`config.mk`:
```
export PLATFORM = sky130hd
export DESIGN_NAME = if_id_stage
export DESIGN_NICKNAME = d
export VERILOG_FILES = /design/src/rtl/if_id_stage.sv
export SDC_FILE = /design/constraint.sdc
export NUM_CORES = 1
export LEC_CHECK = 0
export BUFFER_PORTS_ARGS = -buffer_cell sky130_fd_sc_hd__clkbuf_2
export CORE_MARGIN = 3
export CORE_UTILIZATION = 44
export CTS_CLUSTER_DIAMETER = 40
export DETAILED_ROUTE_END_ITERATION = 8
export PLACE_DENSITY = 0.79
export SYNTH_ARGS = -nofsm -noshare
export SYNTH_HDL_FRONTEND = slang
export SYNTH_SLANG_ARGS = --single-unit
```
`constraint.sdc`:
```
create_clock -name clk -period 2.3 [get_ports clk]
set_input_delay 0.115 -clock clk [delete_from_list [all_inputs] [get_ports clk]]
set_output_delay 0.115 -clock clk [all_outputs]
set_load 0.005 [all_outputs]
```
`src/rtl/if_id_stage.sv`:
```
// if_id_stage: PC register, next-PC selection and IF/ID pipeline register with flush accounting
module if_id_stage (
    input  logic        clk,
    input  logic        reset_n,
    input  logic        stall,
    input  logic        jump,
    input  logic        bne,
    input  logic        jr,
    input  logic [31:0] jump_target,
    input  logic [31:0] branch_target,
    input  logic [31:0] jr_target,
    input  logic [31:0] imem_instr,
    output logic [31:0] imem_addr,
    output logic [31:0] IFID_pc4,
    output logic [31:0] IFID_instr,
    output logic        IFID_valid,
    output logic        IF_flush,
    output logic [15:0] flush_count
);
    typedef enum logic {BOOT, RUN} state_t;

    state_t      state, state_nx;
    logic [31:0] pc, pc_nx, pc4, pc4_nx, instr_nx;
    logic        valid_nx, flush_nx, redirect;
    logic [15:0] count_nx;

    assign imem_addr = pc;
    assign pc4       = pc + 32'd4;
    assign redirect  = jr | bne | jump;

    // Next-state logic: BOOT spends one edge inserting a bubble, RUN selects the PC and IF/ID load
    always_comb begin
        state_nx = state;
        pc_nx    = pc;
        pc4_nx   = IFID_pc4;
        instr_nx = IFID_instr;
        valid_nx = IFID_valid;
        flush_nx = 1'b0;
        count_nx = flush_count;
        if (state == BOOT) begin
            state_nx = RUN;
            instr_nx = 32'h0;
            valid_nx = 1'b0;
        end else begin
            pc_nx = jr    ? {jr_target[31:2], 2'b00} :
                    bne   ? {branch_target[31:2], 2'b00} :
                    jump  ? {jump_target[31:2], 2'b00} :
                    stall ? pc : pc4;
            if (redirect) begin
                instr_nx = 32'h0;
                valid_nx = 1'b0;
                flush_nx = 1'b1;
                count_nx = (flush_count == 16'hFFFF) ? flush_count : flush_count + 16'd1;
            end else if (!stall) begin
                instr_nx = imem_instr;
                pc4_nx   = pc4;
                valid_nx = 1'b1;
            end
        end
    end

    // State registers with asynchronous active-low reset forcing fetch back to address zero
    always_ff @(posedge clk or negedge reset_n) begin
        if (!reset_n) begin
            state       <= BOOT;
            pc          <= 32'h0;
            IFID_pc4    <= 32'h0;
            IFID_instr  <= 32'h0;
            IFID_valid  <= 1'b0;
            IF_flush    <= 1'b0;
            flush_count <= 16'h0;
        end else begin
            state       <= state_nx;
            pc          <= pc_nx;
            IFID_pc4    <= pc4_nx;
            IFID_instr  <= instr_nx;
            IFID_valid  <= valid_nx;
            IF_flush    <= flush_nx;
            flush_count <= count_nx;
        end
    end
endmodule

```
==> impl_summary.txt <==
----------------------------------------------------
[Synthesis]
  Count of mapped cells out of synthesis ... 650
  Count of state elements after synthesis ... ~110
  Netlist cell types ... 65
  Post-synth top flop ... dfrtp_1
  EDFF count, synth ... 0
  Post-Syn Area per Cell ... 9.36 sq um
  Share of the yosys chip area belonging to registers ... 0.457
  Post-synthesis cell area ... between 6000 and 7000 sq um
  Share of async-settable or async-resettable flops after synthesis ... 1.00
  Yosys warns ... 0

[Pwr]
  Peak supply drop ... roughly 0.37 mV
  Leak pwr ... 0.00387 uW
  Total power draw ... 5620 uW
  Power per unit of standard cell area ... 695 nW/um^2

[Floorplan]
  Core region area ... 13,400 sq um
  Die Area ... approximately 15,000 sq um
  Top Ports ... 248
  Chip Width ... 124 um
  Starting density of the core ... 0.454
  Floorplan die height ... 124 um
  Number of core rows ... between 40 and 50

[Worst setup path]
  Worst setup startpoint ... imem_addr[5]
  Data arrival time of the critical path ... 2.35 ns
  Crit path buf inv count ... 0
  Worst setup path category ... reg2reg
  CP Data Required Time ... 2.53 ns
  Critical Path Start Type ... register
  Critical R2R Launch ... imem_addr[5]
  Critical-path cell list ... nand4_4 -> or4_1 -> o31a_1 -> o21ai_1 -> a21oi_1
  Cell type group with the largest total delay on the critical path ... simple AND/OR/NAND/NOR gates
  Delay of the slowest cell on the worst path ... 0.75 ns
  Worst setup EP type ... register
  Setup slack on the worst flop-to-flop path ... 0.19 ns
  Largest fanout on the critical path ... 8
  Slowest CP cell ... or4_1

[CTS]
  Post-CTS Hold Fix Bufs ... 13
  Buffers inserted during post-CTS setup optimization ... 0
  Post-CTS resize count ... 0
  Clock sink total ... 111
  Buffer levels on the longest clock path ... 2
  Clock-pin slew reported for the worst setup and hold paths after clock tree synthesis ... approximately 0.080 ns
  Buffer cell driving the clock tree root ... clkbuf_16
  CTS tree ... done
  Cts bufs inserted ... 9
  Clock latency on the worst-skew pair ... 0.36 ns
  Clock H-tree levels ... 3

[Layout]
  Final cell area excluding filler cells ... 8080 sq um
  Non-filler cells, final ... 1,086
  Highest-count cells in the layout ignoring fill and taps ... clkbuf_2, dfrtp_1, nor2_1, nand2_1, a21oi_1
  Layout cells sized above 1 ... 0.347
  P&R area growth vs syn ... 32.9%
  Most common cell after layout, fill and taps aside ... clkbuf_2
  # nets final ... between 1,000 and 1,500

[Worst hold path]
  Min-delay src ... imem_instr[1]
  Hold/Removal Path Class ... in2reg

[Job]
  Max-capacitance violation count ... 0

[GRT]
  GR Util met2 ... 0.440
  Total global-route track usage ... 0.265
  Pin count of the biggest net entering global routing ... 53
  Met1 routing resource usage after global routing ... 0.325
  Vias in the first global route ... 6,010
  Antenna violations before repair ... 3
  Busiest layer in global routing ... met2
  Sum of overflow across all layers after global routing ... 0
  Met3 global-route usage ... 0.0763
  First-pass GRT wire length ... ~31,000 um

[Drt]
  Number of search-and-repair iterations in the first detailed-routing pass ... 6
  Detail-routed via count per cell ... 5.66
  Total via count after detailed routing ... between 6,000 and 7,000
  Antenna Violating Nets Remaining ... 0
  Wirelength per Cell ... around 19 um
  Routed WL ... 20,300 um
  Post-route DRC violation count ... 0
  Violation count after the first detailed-route iteration ... about 370

[Place]
  Port buffer count ... 237
  Standard cell area after detailed placement ... 7620 sq um
  Final RePlAce weighted congestion ... about 0.96
  Total placed cells including tap cells ... 1,056
  Half-perimeter wire length after detailed placement ... 15,300 um

[STA]
  Min cycle time layout ... 2.11 ns
  Max Clock Freq ... 473 MHz
  RSZ-0062 raised after global routing ... no
  Number of max-slew violations in the final report ... 0
  Total negative slack ... 0 ns
  Transition time at the pin with the least slew margin ... roughly 0.61 ns
  Final-report setup violation count ... 0
  Worst max-slew margin expressed relative to the limit ... 0.592
  Final hold viol count ... 0
  Final worst-path cycle share ... 0.919
  Clock Skew ... between 0.009 and 0.01 ns

[Run status]
  Status ... finished, final reports clean

----------------------------------------------------
-- cells in the mapped netlist (4+ instances only) --
| master | count | area (sq um) |
|---|---|---|
| o221ai_1 | 4 | 35.0 |
| o21ai_0 | 26 | 130 |
| a221oi_1 | 12 | 105 |
| mux2i_1 | 35 | 350 |
| xnor2_1 | 20 | 175 |
| o31ai_1 | 9 | 67.6 |
| a221o_1 | 6 | 60.1 |
| buf_2 | 10 | 50.1 |
| nand2b_1 | 11 | 68.8 |
| xor2_1 | 17 | 149 |
| a21oi_1 | 41 | 205 |
| dfrtp_1 | 111 | 2780 |
| a32o_1 | 6 | 60.1 |
| and2_1 | 4 | 25.0 |
| inv_1 | 6 | 22.5 |
| a211oi_1 | 7 | 52.6 |
| nor3_1 | 14 | 70.1 |
| nor4_1 | 5 | 31.3 |
| buf_4 | 4 | 30.0 |
| o22ai_1 | 8 | 50.1 |
| clkbuf_1 | 29 | 109 |
| nor2_1 | 97 | 364 |
| and3_1 | 11 | 68.8 |
| o31a_1 | 5 | 43.8 |
| nand3_1 | 24 | 120 |
| buf_1 | 5 | 18.8 |
| nand4_1 | 17 | 106 |
| nand2_1 | 44 | 165 |
-- layer usage --
metal  wire (um)  vias up
li1            -     2855
met1        7780     2903
met2        9740      324
met3        2100       59
met4         682        6
met5          35        -
-- power by group --
part / internal, uW / switching, uW
clock network: 971 / 771
registers: 2230 / 292
logic: 653 / 705
-- sequential cells by signal, indices dropped and copies added, names as in the netlist --
name / count
state: 1
IFID_valid: 1
IF_flush: 1
IFID_pc4: 30
flush_count: 16
imem_addr: 30
IFID_instr: 32
-- cell families (layout without fill, tap and decap cells) --
group,after synthesis,after routing,share of synthesized area
and+or+nand+nor,255,255,0.216
xor gates and xnor gates,37,37,0.0533
adders and majority gates,2,2,0.00411
buffers and inverters,59,315,0.0413
DFF,111,111,0.457
AOI/OAI and AO/OA,146,146,0.165
other,2,6,0.00123
muxes,38,38,0.0631
-- tightest hold or removal path: stages --
cell,delay [ns]
clkbuf_2,0.08
mux2i_1,0.05
nor2_1,0.08
-- final cells by class --
class,count,area (sq um)
Antenna cell,1,2.50
Clock buffer,9,225
Clock inverter,7,104
Fill cell,1159,5320
Inverter,9,33.8
Multi-Input combinational cell,483,3080
Sequential cell,111,2780
Tap cell,176,220
Timing Repair Buffer,290,1640
-- stage by stage --
step	util	worst slack, ns	hold WS [ns]
2_1_floorplan	-	0.109	-0.181
3_3_place_gp	0.569	0.258	0.153
3_5_place_dp	0.569	0.217	0.174
4_1_cts	0.603	0.211	0.0000374
5_1_grt	0.603	0.0496	0.00908
6_report	0.603	0.186	0.00498
-- worst paths after layout --
kind	to	cells after the start
hold reg to reg	flush_count[9]	1
min in group asynchronous	IFID_pc4[5]	2
setup reg to reg	imem_addr[31]	5
max in group asynchronous	IFID_pc4[18]	3
hold / removal	IFID_instr[1]	3
setup / recovery	imem_addr[31]	5
Note: power is estimated with default switching activity, not from simulation.
